### src/rtl/vram_arbiter_pkg.sv
// Shared types and default bus widths for the VRAM arbiter and the GPU fetch unit.
package vram_arbiter_pkg;

  // ACTIVE: GPU fetch has priority. BLANK: CPU write drain has priority.
  typedef enum logic {
    ACTIVE = 1'b0,
    BLANK  = 1'b1
  } mode_e;

  localparam int VRAM_ADDR_W = 12;
  localparam int VRAM_DATA_W = 8;

endpackage

### src/rtl/vram_arbiter_wr_fifo.sv
// Small synchronous FIFO holding CPU writes until the VRAM port is free.
// Pointers carry one extra bit so full and empty are distinguishable.
module wr_fifo
  import vram_arbiter_pkg::*;
#(
  parameter int WIDTH = VRAM_ADDR_W + VRAM_DATA_W,
  parameter int DEPTH = 4
) (
  input  logic             clk,
  input  logic             rst_n,
  input  logic             push,
  input  logic [WIDTH-1:0] din,
  input  logic             pop,
  output logic             full,
  output logic             empty,
  output logic [WIDTH-1:0] head
);

  localparam int AW = $clog2(DEPTH);

  logic [AW:0]      wr_ptr;
  logic [AW:0]      rd_ptr;
  logic [WIDTH-1:0] mem [DEPTH];
  logic             do_push;
  logic             do_pop;

  assign do_push = push && !full;
  assign do_pop  = pop && !empty;
  assign empty   = (wr_ptr == rd_ptr);
  assign full    = (wr_ptr[AW] != rd_ptr[AW]) && (wr_ptr[AW-1:0] == rd_ptr[AW-1:0]);
  assign head    = mem[rd_ptr[AW-1:0]];

  // Pointer update; reset flushes every pending entry.
  always_ff @(posedge clk) begin
    if (!rst_n) begin
      wr_ptr <= '0;
      rd_ptr <= '0;
    end else begin
      if (do_push) wr_ptr <= wr_ptr + 1'b1;
      if (do_pop)  rd_ptr <= rd_ptr + 1'b1;
    end
  end

  // Storage is not reset; stale contents are never visible because empty gates them.
  always_ff @(posedge clk) begin
    if (do_push) mem[wr_ptr[AW-1:0]] <= din;
  end

endmodule

### src/rtl/vram_arbiter.sv
// Arbitrates the single-port VRAM between GPU pixel fetch and buffered CPU writes.
// Priority flips with the registered vertical-blank mode derived from writable.
module vram_arbiter
  import vram_arbiter_pkg::*;
#(
  parameter int ADDR_W     = VRAM_ADDR_W,
  parameter int DATA_W     = VRAM_DATA_W,
  parameter int FIFO_DEPTH = 4
) (
  input  logic              clk_12_5875,
  input  logic              rst_n,
  input  logic              writable,
  input  logic              gpu_req,
  input  logic [ADDR_W-1:0] gpu_addr,
  output logic              gpu_gnt,
  output logic              gpu_rvalid,
  output logic [DATA_W-1:0] gpu_rdata,
  input  logic              cpu_wr_valid,
  output logic              cpu_wr_ready,
  input  logic [ADDR_W-1:0] cpu_wr_addr,
  input  logic [DATA_W-1:0] cpu_wr_data,
  output logic [ADDR_W-1:0] vram_addr,
  output logic              vram_we,
  output logic [DATA_W-1:0] vram_wdata,
  input  logic [DATA_W-1:0] vram_rdata,
  output logic              fifo_empty,
  output logic              vblank_irq
);

  mode_e                    mode;
  logic                     fifo_full;
  logic                     fifo_push;
  logic                     fifo_pop;
  logic                     grant;
  logic [ADDR_W+DATA_W-1:0] fifo_head;
  logic [ADDR_W-1:0]        head_addr;
  logic [DATA_W-1:0]        head_data;

  // Ready is held low through reset so no write can slip into a flushing FIFO.
  assign cpu_wr_ready = rst_n && !fifo_full;
  assign fifo_push    = cpu_wr_valid && cpu_wr_ready;
  assign head_addr    = fifo_head[ADDR_W+DATA_W-1:DATA_W];
  assign head_data    = fifo_head[DATA_W-1:0];
  assign gpu_gnt      = grant;
  assign gpu_rdata    = vram_rdata;

  wr_fifo #(
    .WIDTH (ADDR_W + DATA_W),
    .DEPTH (FIFO_DEPTH)
  ) u_wr_fifo (
    .clk   (clk_12_5875),
    .rst_n (rst_n),
    .push  (fifo_push),
    .din   ({cpu_wr_addr, cpu_wr_data}),
    .pop   (fifo_pop),
    .full  (fifo_full),
    .empty (fifo_empty),
    .head  (fifo_head)
  );

  // Pick at most one VRAM operation per cycle; the mode decides who wins a conflict.
  always_comb begin
    fifo_pop = 1'b0;
    grant    = 1'b0;
    if (rst_n) begin
      if (mode == BLANK) begin
        if (!fifo_empty)  fifo_pop = 1'b1;
        else if (gpu_req) grant    = 1'b1;
      end else begin
        if (gpu_req)          grant    = 1'b1;
        else if (!fifo_empty) fifo_pop = 1'b1;
      end
    end
  end

  // Drive the VRAM port from the winning requester, parking at address zero when idle.
  always_comb begin
    vram_we    = fifo_pop;
    vram_addr  = '0;
    vram_wdata = '0;
    if (fifo_pop) begin
      vram_addr  = head_addr;
      vram_wdata = head_data;
    end else if (grant) begin
      vram_addr = gpu_addr;
    end
  end

  // Mode follows writable one cycle late; the irq marks the first BLANK cycle and rvalid trails the grant.
  always_ff @(posedge clk_12_5875) begin
    if (!rst_n) begin
      mode       <= ACTIVE;
      vblank_irq <= 1'b0;
      gpu_rvalid <= 1'b0;
    end else begin
      mode       <= writable ? BLANK : ACTIVE;
      vblank_irq <= (mode == ACTIVE) && writable;
      gpu_rvalid <= grant;
    end
  end

endmodule
### config.mk
export PLATFORM = sky130hd
export DESIGN_NAME = vram_arbiter
export DESIGN_NICKNAME = d
export VERILOG_FILES = /design/src/rtl/vram_arbiter_pkg.sv /design/src/rtl/vram_arbiter_wr_fifo.sv /design/src/rtl/vram_arbiter.sv
export SDC_FILE = /design/constraint.sdc
export NUM_CORES = 1
export LEC_CHECK = 0
export ABC_AREA = 1
export ABC_CLOCK_PERIOD_IN_PS = 5400
export CAP_MARGIN = 30
export CORE_MARGIN = 4
export CORE_UTILIZATION = 45
export DETAILED_ROUTE_END_ITERATION = 8
export PLACE_DENSITY = 0.72
export SYNTH_ARGS = -nofsm -noshare
export SYNTH_HDL_FRONTEND = slang
export SYNTH_SLANG_ARGS = --single-unit
### constraint.sdc
create_clock -name clk_12_5875 -period 5.4 [get_ports clk_12_5875]
set_clock_uncertainty 0.1 [all_clocks]
set_input_delay 1.08 -clock clk_12_5875 [delete_from_list [all_inputs] [get_ports clk_12_5875]]
set_output_delay 1.08 -clock clk_12_5875 [all_outputs]
set_load 0.005 [all_outputs]
# After elaboration in Yosys (flattened, before gate mapping)
# Memory sizes are Yosys's and may differ from the RTL's. A register that Yosys moved wholly into a read port is not among the register bits.
# Index checks and enable logic that the tools add are counted.
# W data, S select, Z words.
[op_classes]
add_sub_neg = 2
n_eq_ne = 3
mux = 16
bitwise_logic = 1
n_reduce_logical = 8
[op_table]
columns = ["cell", "n"]
rows = [
  ["$mux W12", 2],
  ["$mux W1", 11],
  ["$mux W8", 1],
  ["$add A3 B1 Y3 const B", 2],
  ["$logic_and A1 B1 Y1", 6],
  ["$mux W2", 2],
  ["$eq A3 B3 Y1", 1],
  ["$eq A2 B2 Y1", 1],
  ["$logic_not A1 Y1", 2],
  ["$ne A1 B1 Y1", 1],
  ["$not A1 Y1", 1],
]
[word_totals]
ff_bits = 9
ram_bits = 80
input_bits = 45
word_cells = 36
mem_count = 1
[mem_list]
columns = ["name", "depth", "word_bits", "read_ports", "rd_ports_with_merged_regs", "write_ports", "line", "text"]
rows = [
  ["u_wr_fifo.mem", 4, 20, 1, 1, 1, "vram_arbiter_wr_fifo.sv:23", "logic [WIDTH-1:0] mem [DEPTH];"],
]

# Logic depth before layout (Yosys ltp)
[logic_depth]
word_depth = 8
depth_mapped = 9

# By module
# From an unflattened synthesis, not the netlist that was laid out.
[unflattened]
hier_cells = 353
hier_area_um2 = 3983.8
[by_module_without_submodules]
columns = ["mod", "instances", "cells_per_inst", "area_per_inst_um2", "seq_area_each_um2"]
rows = [
  ["wr_fifo", 1, 269, 3448.3, 2562.5],
  ["vram_arbiter", 1, 84, 535.5, 60.1],
]

# Least setup slack after synthesis
# Ideal clock, no wire load.
[synth_path]
kind = "input-to-output"
from = "in rst_n"
to = "out vram_addr[10]"
arrival_time_ns = 1.841
setup_slack_ns = 2.379
path_stages = 8
cell_sequence = "buf_4 > inv_1 > a21oi_2 > nand2_2 > inv_2 > buf_6 > nand2_1 > nand2_1"
[synth_rtl]
columns = ["element", "line", "text"]
rows = [
  ["start, declared", "vram_arbiter.sv:11", "input logic rst_n,"],
  ["$mux W1", "vram_arbiter.sv:65", "if (rst_n) begin"],
  ["named net vram_we", "vram_arbiter.sv:23", "output logic vram_we,"],
  ["$mux W12", "vram_arbiter.sv:81", "if (fifo_pop) begin"],
  ["end, declared", "vram_arbiter.sv:22", "output logic [ADDR_W-1:0] vram_addr,"],
]
# The timed path passes the listed nets, and every way through them passes these cells.

# Worst setup path after layout
[layout_path]
from = "in rst_n"
to = "out vram_addr[5]"
[layout_via]
elab_chain_len = 3
[layout_lines]
columns = ["element", "line", "text"]
rows = [
  ["$mux W1", "vram_arbiter.sv:65", ""],
  ["$mux W12", "vram_arbiter.sv:84", "end else if (grant) begin"],
  ["$mux W12 *", "vram_arbiter.sv:81", ""],
]
# Mark *: on every way between the ends. The rest lies on a longest branch, timed or not.

==> qor.yml <==
finalHoldViolCount: 0
cts_resized: 0
cts_setup_buffers: 0
ys_types: 21
pwr_density_cell_mw_per_mm2: 305
grt_pass1_wl_mm: 12.6
cts_buffer_depth: 2
setup_viol: 0
yosysWarnings: 0
cp-start-kind: "primary input"
multiInputGateArea_um2: 976
dieArea_mm2: 0.00999
fillCellCount: 676
drv_cap: 0
synth_area_per_cell_um2: 11.3
port_buffers: 62
max_stage_delay_ps: 690
grt_pass1_vias: 2532
num_rows: 33
drv_slew: 0
crit_start: "rst_n"
worstPathRequired_ps: 4220
clkTransAtPathRegs_ps: 80
rsz0062_at_grt: "no"
numCtsBuffers: 9
syn_nets: 387
tns_ps: 0
regArea_mm2: 0.00262
cts_tree: "built"
timing.rr.end: "u_wr_fifo.mem[2][16]$_DFFE_PP_"
io-pin-count: 79
dp_hpwl_mm: 4.84
grt_max_degree: 42
core-area_mm2: 0.00822
hold_buffers: 0
antenna_found_initial: 0
nets: 442
slew_headroom_pct: 45.1
start_util_pct: 46.3
cts_sinks: 91
p_leak_nw: 1.69
ys_seq_elements: 91
fp.dieH_um: 100
drt_iter0_drc: 163
drtPass1Iterations: 4
seq_area_frac_synth_pct: 68.9
crit_fanout: 14
ff2ff_path_depth: 7
tightest_slew_ps: 823
pre_cts_ws_ps: 959
utilization_pct: 56.9
drc: 0
outcome: "finished, final reports clean"
grt.overflow.total: 0
crit_slowest_cell: "clkdlybuf4s50_1"
reg2reg_from: "u_wr_fifo.wr_ptr[1]$_SDFFE_PN0N_"
peakVddDrop_v: 0.000148
hold_path_class: "reg -> reg"
fp.dieW_um: 100
synth.cell_area_mm2: 0.00380
wirelength_mm: 7.68
cts_root_buf: "clkbuf_8"
syn_inst: 337
diodes: 0
viasPerCell: 5.09
rrSetupSlack_ps: 3290
track_usage_pct: 16.4
finalCritPeriodShare_pct: 82.6
place.gp.congestion: 0.835
syn_to_final_growth_pct: 22.8
clkLatencyLatePin_ps: 340
drive_gt1_share_pct: 7.58
setup_ws_ps: 940
wl_per_cell_um: 15.3
vias: 2549
min_period_ps: 4460
crit_arrival_ps: 3280
end_kind: "primary output"
critPathKind: "in -> out"
ant_nets: 0
fmax_mhz: 224
htree_levels: 3
critPathCapture: "vram_addr[5]"
cp_cell_sequence: "clkdlybuf4s50_1 -> inv_1 -> a21oi_2 -> nand2_2 -> inv_2 -> nand2_1 -> nand2_1 -> clkdlybuf4s50_1"
logic make-up after synthesis:
kind of cell	Yosys count	share of synthesized area (%)
XOR/XNOR	2	0.460
AO/OA/AOI/OAI	65	9.44
AND/OR/NAND/NOR	132	13.8
flip-flops	91	68.9
buffers and inverters	42	5.69
adder cells (fa/ha/maj)	5	1.64
synthesized netlist by cell type, drive strengths merged:
| cell type | instances | share of area [%] |
|---|---|---|
| edfxtp | 80 | 63 |
| nor2 | 65 | 6.4 |
| o21ai | 40 | 5.3 |
| xor2 | 2 | 0.46 |
| ha | 5 | 1.6 |
| nand3b | 1 | 0.53 |
| nand2 | 58 | 5.8 |
| a21oi | 13 | 2.2 |
| dfxtp | 11 | 5.8 |
| clkbuf | 10 | 0.99 |
| buf | 14 | 2.9 |
| nand4 | 2 | 0.33 |
| o22ai | 12 | 2.0 |
| inv | 18 | 1.8 |
| nand3 | 6 | 0.79 |
worst min-delay path by stage:
stage	from	endpoint	cells after the start
after global routing	mode$_SDFF_PN0_	vblank_irq$_SDFF_PN0_	1
after floorplan	mode$_SDFF_PN0_	vblank_irq$_SDFF_PN0_	1
after CTS	mode$_SDFF_PN0_	vblank_irq$_SDFF_PN0_	1
after detailed placement	mode$_SDFF_PN0_	vblank_irq$_SDFF_PN0_	1
final	mode$_SDFF_PN0_	vblank_irq$_SDFF_PN0_	1
after global placement	mode$_SDFF_PN0_	vblank_irq$_SDFF_PN0_	1
layout by cell type (no fill, tap or decap):
cell             synthesis  routed
bufinv_16                0       1
inv_1                   17      17
nand2_2                  1       1
inv_2                    1       1
clkdlybuf4s50_1          0      62
inv_6                    0       1
nand2_1                 57      57
a21oi_4                  1       1
clkinv_4                 0       1
nand3_1                  6       6
dfxtp_1                 11      11
clkinvlp_4               0       2
buf_16                   0       1
a21oi_1                 10      10
clkbuf_8                 0       9
nor2_1                  65      61
nor2_2                   0       4
a21oi_2                  2       2
buf_4                    9       5
clkinv_1                 0       1
o21ai_0                 40      40
nand3b_4                 1       1
o22ai_1                 12      12
edfxtp_1                80      80
xor2_1                   2       2
nand4_1                  2       2
ha_1                     5       5
critical path, delay by kind of cell:
family	cells	cell delay, ps
AOI/OAI and AO/OA	1	170
buffers and inverters	4	1650
and+or+nand+nor	3	370
routing by layer:
| layer | routed length [um] | vias to the layer above | track usage (%) |
|---|---|---|---|
| li1 | - | 1260 | - |
| met1 | 3300 | 1232 | 20.1 |
| met2 | 3930 | 47 | 27.9 |
| met3 | 312 | 10 | 3.96 |
| met4 | 137 | 0 | 6.83 |
| met5 | 0 | - | 0 |
registers in the layout (all words and copies together), names as in the netlist, named ones only:
| signal | count |
|---|---|
| gpu_rvalid | 1 |
| mode | 1 |
| u_wr_fifo.wr_ptr | 3 |
| u_wr_fifo.rd_ptr | 3 |
| u_wr_fifo.mem | 80 |
| vblank_irq | 1 |
stage by stage:
stage	instance area (um^2)	power [mW]	hold slack [ps]	cells
3_3_place_gp	4460	0.992	376	485
2_1_floorplan	3800	0.909	359	337
3_5_place_dp	4480	1.00	388	486
4_1_cts	4670	1.44	410	501
5_1_grt	4670	1.49	463	501
6_report	4670	1.43	406	501
power breakdown:
group | switching (mW) | total, mW | internal, mW
logic | 0.0994 | 0.188 | 0.0887
registers | 0.0104 | 0.795 | 0.785
clock network | 0.231 | 0.443 | 0.212
area by class of cell:
type	instances	share of cell area, %
Timing Repair Buffer	68	14.7
Multi-Input combinational cell	204	20.9
Inverter	18	1.45
Clock inverter	6	1.42
Clock buffer	9	2.65
Tap cell	105	2.81
Sequential cell	91	56.1
No activity file was read; power rests on OpenSTA's default activity.
